--- src/rtl/imm_encoder.sv ---
// Packs a 64-bit immediate plus register fields into LEGv8 instruction words.
// Wide constants (MOVZ class) are split into a MOVZ/MOVK sequence, one word per handshake.
module imm_encoder #(
  parameter logic [8:0] MOVZ_OP = 9'b110100101,
  parameter logic [8:0] MOVK_OP = 9'b111100101
) (
  input  logic        CLK,
  input  logic        Reset,
  input  logic        InValid,
  output logic        InReady,
  input  logic [63:0] Value,
  input  logic [2:0]  Ctrl,
  input  logic [10:0] Op,
  input  logic [4:0]  Rn,
  input  logic [4:0]  Rd,
  output logic        OutValid,
  input  logic        OutReady,
  output logic [31:0] Instr,
  output logic        Last,
  output logic        Err
);

  typedef enum logic {IDLE, EMIT} state_t;

  state_t      r_state;
  logic [63:0] r_value;
  logic [4:0]  r_rd;
  logic [3:0]  r_rem;
  logic        r_inReady;
  logic        r_outValid;
  logic [31:0] r_instr;
  logic        r_last;
  logic        r_err;

  logic [3:0]  w_inMask;
  logic [1:0]  w_firstIdx;
  logic [3:0]  w_firstRem;
  logic [31:0] w_firstInstr;
  logic        w_legal;
  logic        w_firstErr;
  logic        w_firstLast;
  logic [1:0]  w_nextIdx;
  logic [3:0]  w_nextRem;
  logic [31:0] w_nextInstr;
  logic        w_nextLast;

  // Lowest set bit wins; an empty mask maps to halfword 0 so Value=0 still yields MOVZ hw=0.
  function automatic logic [1:0] lowestIdx(input logic [3:0] m);
    logic [1:0] idx;
    idx = 2'd0;
    if (m[3]) idx = 2'd3;
    if (m[2]) idx = 2'd2;
    if (m[1]) idx = 2'd1;
    if (m[0]) idx = 2'd0;
    return idx;
  endfunction

  function automatic logic [15:0] halfword(input logic [63:0] v, input logic [1:0] idx);
    return v[{idx, 4'b0000} +: 16];
  endfunction

  function automatic logic [31:0] wideWord(input logic [8:0] opc, input logic [1:0] idx,
                                           input logic [15:0] hw, input logic [4:0] rd);
    return {opc, idx, hw, rd};
  endfunction

  always_comb begin
    for (int i = 0; i < 4; i++) w_inMask[i] = |Value[16*i +: 16];
    w_firstIdx   = lowestIdx(w_inMask);
    w_firstRem   = 4'd0;
    w_legal      = 1'b0;
    w_firstInstr = 32'd0;
    case (Ctrl)
      3'd0: begin
        w_legal      = (Value[63:8] == {56{Value[8]}});
        w_firstInstr = {Op, Value[8:0], 2'b00, Rn, Rd};
      end
      3'd1: begin
        w_legal      = (Value[1:0] == 2'b00) && (Value[63:20] == {44{Value[20]}});
        w_firstInstr = {Op[10:3], Value[20:2], Rd};
      end
      3'd2: begin
        w_legal      = (Value[1:0] == 2'b00) && (Value[63:27] == {37{Value[27]}});
        w_firstInstr = {Op[10:5], Value[27:2]};
      end
      3'd3: begin
        w_legal      = (Value[63:12] == 52'd0);
        w_firstInstr = {Op[10:1], Value[11:0], Rn, Rd};
      end
      3'd4: begin
        w_legal      = 1'b1;
        w_firstInstr = wideWord(MOVZ_OP, w_firstIdx, halfword(Value, w_firstIdx), Rd);
        w_firstRem   = w_inMask & ~(4'b0001 << w_firstIdx);
      end
      default: w_legal = 1'b0;
    endcase
    if (!w_legal) w_firstInstr = 32'd0;
    w_firstErr  = !w_legal;
    w_firstLast = (w_firstRem == 4'd0);
  end

  // Follow-on words come from the halfwords still pending in r_rem.
  always_comb begin
    w_nextIdx   = lowestIdx(r_rem);
    w_nextInstr = wideWord(MOVK_OP, w_nextIdx, halfword(r_value, w_nextIdx), r_rd);
    w_nextRem   = r_rem & ~(4'b0001 << w_nextIdx);
    w_nextLast  = (w_nextRem == 4'd0);
  end

  always_ff @(posedge CLK) begin
    if (Reset) begin
      r_state    <= IDLE;
      r_inReady  <= 1'b1;
      r_outValid <= 1'b0;
      r_instr    <= 32'd0;
      r_last     <= 1'b0;
      r_err      <= 1'b0;
      r_rem      <= 4'd0;
      r_value    <= 64'd0;
      r_rd       <= 5'd0;
    end else begin
      case (r_state)
        IDLE: begin
          if (InValid && r_inReady) begin
            r_value    <= Value;
            r_rd       <= Rd;
            r_rem      <= w_firstRem;
            r_instr    <= w_firstInstr;
            r_last     <= w_firstLast;
            r_err      <= w_firstErr;
            r_outValid <= 1'b1;
            r_inReady  <= 1'b0;
            r_state    <= EMIT;
          end
        end
        EMIT: begin
          if (OutReady) begin
            if (r_last) begin
              r_outValid <= 1'b0;
              r_inReady  <= 1'b1;
              r_state    <= IDLE;
            end else begin
              r_instr <= w_nextInstr;
              r_last  <= w_nextLast;
              r_rem   <= w_nextRem;
            end
          end
        end
        default: r_state <= IDLE;
      endcase
    end
  end

  assign InReady  = r_inReady;
  assign OutValid = r_outValid;
  assign Instr    = r_instr;
  assign Last     = r_last;
  assign Err      = r_err;

endmodule

--- config.mk ---
export PLATFORM = sky130hd
export DESIGN_NAME = imm_encoder
export DESIGN_NICKNAME = d
export VERILOG_FILES = /design/src/rtl/imm_encoder.sv
export SDC_FILE = /design/constraint.sdc
export NUM_CORES = 1
export LEC_CHECK = 0
export BUFFER_PORTS_ARGS = -buffer_cell sky130_fd_sc_hd__buf_2
export CAP_MARGIN = 5
export CORE_MARGIN = 3
export CORE_UTILIZATION = 35
export CTS_BUF_LIST = sky130_fd_sc_hd__clkbuf_4 sky130_fd_sc_hd__clkbuf_8
export DETAILED_ROUTE_END_ITERATION = 6
export GPL_TIMING_DRIVEN = 0
export PLACE_DENSITY = 0.51
export SLEW_MARGIN = 10
export SYNTH_ARGS = -nofsm -noshare
export SYNTH_HDL_FRONTEND = slang
export SYNTH_SLANG_ARGS = --single-unit
export TNS_END_PERCENT = 30
--- constraint.sdc ---
create_clock -name CLK -period 3.2 [get_ports CLK]
set_input_delay 0.16 -clock CLK [delete_from_list [all_inputs] [get_ports CLK]]
set_output_delay 0.16 -clock CLK [all_outputs]
set_load 0.05 [all_outputs]
# Yosys cells after proc, flatten, opt, wreduce, memory -nomap -nowiden
# Index checks and enable logic that the tools add are counted.
# W data, S select, Z words.
# word_totals
ff_bits,110
latchBits,0
ram_bits,0
romBits,0
output_inout_bits,36
wordCells,82
memories,0
# op_classes
add_sub_neg,0
mul,0
div,0
n_lt_le_gt_ge,0
eq_ne,11
shifts,4
n_mux,36
n_bitwise,5
n_reduce_logical,17
# ops
op,count
$pmux W32 S5,1
$mux W32,4
$shiftx A64 B7 Y16,2
$pmux W32 S2,1
$reduce_or A16 Y1,4
$eq A55 B55 Y1,1
$logic_not A52 Y1,1
$eq A43 B43 Y1,1
$eq A36 B36 Y1,1
$mux W2,8
$mux W4,4
$mux W1,12
$and A4 B4 Y4,2
$logic_not A4 Y1,2
$not A4 Y4,2
$pmux W1 S2,4
$pmux W4 S2,1
$shl A1 B2 Y4 const A,2
$eq A3 B2 Y1 const B,2
$ne A2 B2 Y1 const B,3
$reduce_and A3 Y1,2
$pmux W1 S5,1
$reduce_and A2 Y1,2
$eq A3 B1 Y1 const B,1
7 further kinds,9

# Depth between registers and ports, before layout
# logic_depth
ltp_word,12
depth_mapped,11
depth_no_buf,9

# Worst setup path before layout
# OpenSTA, ideal clock, no wires.
# synth_timing
path_type,in2reg
start,input port Value[8]
end,"register r_instr[7], in the netlist Instr[7]"
setup_time_ps,117
t_arrival_ps,2210
required_time_ps,3083
slack_ps,872
cell_stages,10
n_path_buf,1
cell_sequence,clkbuf_1 > inv_1 > ha_1 > nor4b_1 > nand4_1 > or2_2 > o31ai_2 > o221a_2 > o21ai_0 > o2111a_1
# synth_via
elab_chain_cells,7
elab_cells_between_ends,9
# synth_rtl
item,line_no,text
from (decl),11,"input logic [63:0] Value,"
$reduce_or A16 Y1,68,for (int i = 0; i < 4; i++) w_inMask[i] = |Value[16*i +: 16];
$mux W2,54,if (m[0]) idx = 2'd0;
$shiftx A64 B7 Y16,59,"return v[{idx, 4'b0000} +: 16];"
$pmux W32 S5,73,case (Ctrl)
$mux W32 (*),97,if (!w_legal) w_firstInstr = 32'd0;
$mux W32 (*),124,if (InValid && r_inReady) begin
$pmux W32 S2 (*),122,case (r_state)
to (signal assigned),128,r_instr <= w_firstInstr;
to (signal assigned),143,r_instr <= w_nextInstr;
to (decl),31,logic [31:0] r_instr;
# Every way passes the cells marked *; elsewhere a longest branch is shown, timed or not. The select of a mux whose other input is x is not followed.
# A chain may end at the register's enable or synchronous reset.

# Worst setup path in the final report
# layout_timing
start,input port Value[8]
end,"register r_instr[15], in the netlist Instr[15]"
# Same word-level chain as after synthesis.

==> results.yml <==
run_status:
  status: "completed"
timing:
  slew_headroom_pct: 36.9
  min_period_ps: 2990
  worst_pin_slew_ps: 947
  setup_ws_ps: 214
  finalSetupViolations: 0
  fmaxAchievable_ghz: 0.335
  finalCritPeriodShare_pct: 93.3
  finalHoldViolCount: 0
  rsz0062_at_grt: "no"
  fin_skew_ps: 17.5
  maxSlewViolCount: 0
power_and_ir_drop:
  peakVddDrop_mv: 0.209
  switching_share_pct: 37.5
  p_leak_uw: 0.00279
  p_switching_uw: 1270
  intPower_uw: 2120
  p_clk_share_pct: 26.9
  powerDensity_mw_per_mm2: 453
  comb_power_share_pct: 28.2
  p_seq_share_pct: 44.9
routing:
  drc: 0
  vias: 6959
  avgViaCountPerCell: 5.87
  first_pass_iters: 5
  first_iter_violations: 609
  wl_um: 28300
  wl_per_cell_um: 23.9
  antenna_left: 0
setup_path:
  critical_path_class: "in -> reg"
  cp_max_fo: 10
  start_kind: "input port"
  worstPathArrival_ps: 3290
  cp.required_ps: 3510
  cp-end-kind: "flip-flop"
floorplanning:
  die_h_um: 140
  ioPinCount: 128
  rows: 48
  start_util_pct: 36.2
  die_area_mm2: 0.0197
  die_width_um: 140
  core_mm2: 0.0175
placement:
  place_area_mm2: 0.00724
  io_buffers: 125
  gp_congestion: 0.960
  post-dp-hpwl_um: 21800
  post-place-ws_ps: -72.3
worst_hold_path:
  hp-class: "in -> reg"
yosys:
  synth_cells: 813
  ys_warn_count: 0
  ys_ff_latch: 110
  netlist_area_mm2: 0.00633
  yosysSeqAreaShare_pct: 34.8
  syn-num-nets: 907
  synth_cell_types: 74
  async_reset_ff_share_pct: 0
  synth_ff_type: "dfxtp_1"
  postSynthAreaPerCell_um2: 7.79
  synth_edf_count: 0
global_route:
  grt_first_pass_wirelength_um: 41800
  grt_max_degree: 19
  grt_overflow_total: 0
  grt_antenna_before_repair: 0
  grt_use_total_pct: 28.1
  first_global_vias: 6522
layout:
  area_growth_pct: 18.6
  diodes: 0
  layout.nets: 1050
  final_cell_mix: "nand2_1 (180), buf_2 (127), a21oi_1 (120)"
  fin_area_mm2: 0.00751
  drive_gt1_share_pct: 19.5
  layout_commonest_cell: "nand2_1"
  nFillCells: 1873
clock_tree:
  cts_tree: "built"
  cts_made_buffers: 9
  cts_num_sinks: 110
  postCtsSetupBuffers: 0
  cts.path.max_buffers: 2
  root_buffer: "clkbuf_8"
  clk_pin_slew_ps: 120
  clk_latency_ps: 410
  cts-htree-levels: 3
run:
  drv_cap: 0
-- routing by layer --
layer	track usage, %	part of all wire [%]
met5	0	0
met4	8.67	2.5
met3	6.01	7.7
met2	44.2	45
met1	38.8	45
-- worst max-delay path: stages --
cell and delay [ps]:
buf_2 140, clkbuf_1 310, inv_1 200, ha_1 160
nor4b_1 220, nand4_1 190, or2_2 370, o31ai_2 760
o21ai_0 370, a221oi_1 320, nor3b_1 90
-- logic make-up after synthesis --
logic type      after synthesis  share of synthesized area (%)
compound gates              264                           27.2
fa+ha+maj                     3                          0.553
buf+inv                      70                           5.46
flops                       110                           34.8
mux                          38                           8.05
simple gates                328                           24.0
-- state kept, by name (all words and copies together), names as in the netlist --
register	count
Last	1
InReady	1
OutValid	1
r_rd	5
Instr	32
r_rem	4
Err	1
r_state	1
r_value	64
-- path summary, 6_finish.rpt --
path | slack, ps | end | cells after the start | startpoint
setup reg to reg | 220 | Instr[13] | 9 | r_rem[2]
hold / removal | 8 | Instr[26] | 3 | Op[5]
setup / recovery | 210 | Instr[15] | 11 | Value[8]
hold reg to reg | 460 | r_value[20] | 2 | r_value[20]
-- area by class of cell --
cell class | count | area [µm²] | share of cell area (%)
plain buffers | 63 | 319 | 4.25
clock buffers | 9 | 124 | 1.65
clock inverters | 6 | 71.3 | 0.950
inverters | 7 | 26.3 | 0.350
multi-input cells | 633 | 3790 | 50.4
flip-flops and latches | 110 | 2200 | 29.3
well taps | 225 | 282 | 3.75
repair buffers | 132 | 696 | 9.27
-- repair_timing --
item                                    CTS  global route
endpoints found under the hold margin     7             0
gates resized for setup                   0             1
endpoints found under the setup margin    0             4
hold buffers                              7             0
-- power by group through the flow --
stage	clock network, µW	registers [µW]	logic [µW]
after floorplan	0	1690	427
after global placement	0	1560	937
after detailed placement	0	1560	934
after CTS	929	1530	942
after global routing	973	1540	1020
final	914	1530	957
-- cell usage after synthesis, drive strengths merged, types with 14 or more instances --
cell type  number  area share, %
a21oi         121            9.7
clkbuf         49            3.5
a221oi         20            2.8
a211oi         15            1.9
o21ai          43            3.4
a22oi          17            2.0
nand2         180             11
nor4           14            1.5
mux2i          25            4.0
dfxtp         110             35
nor2           44            2.6
nor3           19            1.7
nand4          18            1.9
-- through the flow --
| stage | power (µW) | TNS (ps) | utilization, % | hold slack (ps) | std cells |
|---|---|---|---|---|---|
| 2_1_floorplan | 2120 | 0 | - | 296 | 813 |
| 3_3_place_gp | 2490 | -390 | 41.4 | 428 | 1163 |
| 3_5_place_dp | 2490 | -261 | 41.4 | 428 | 1163 |
| 4_1_cts | 3400 | 0 | 42.9 | 0.339 | 1185 |
| 5_1_grt | 3540 | 0 | 43.0 | 4.02 | 1185 |
| 6_report | 3400 | 0 | 43.0 | 8.08 | 1185 |
Note: power is estimated with default switching activity, not from simulation.
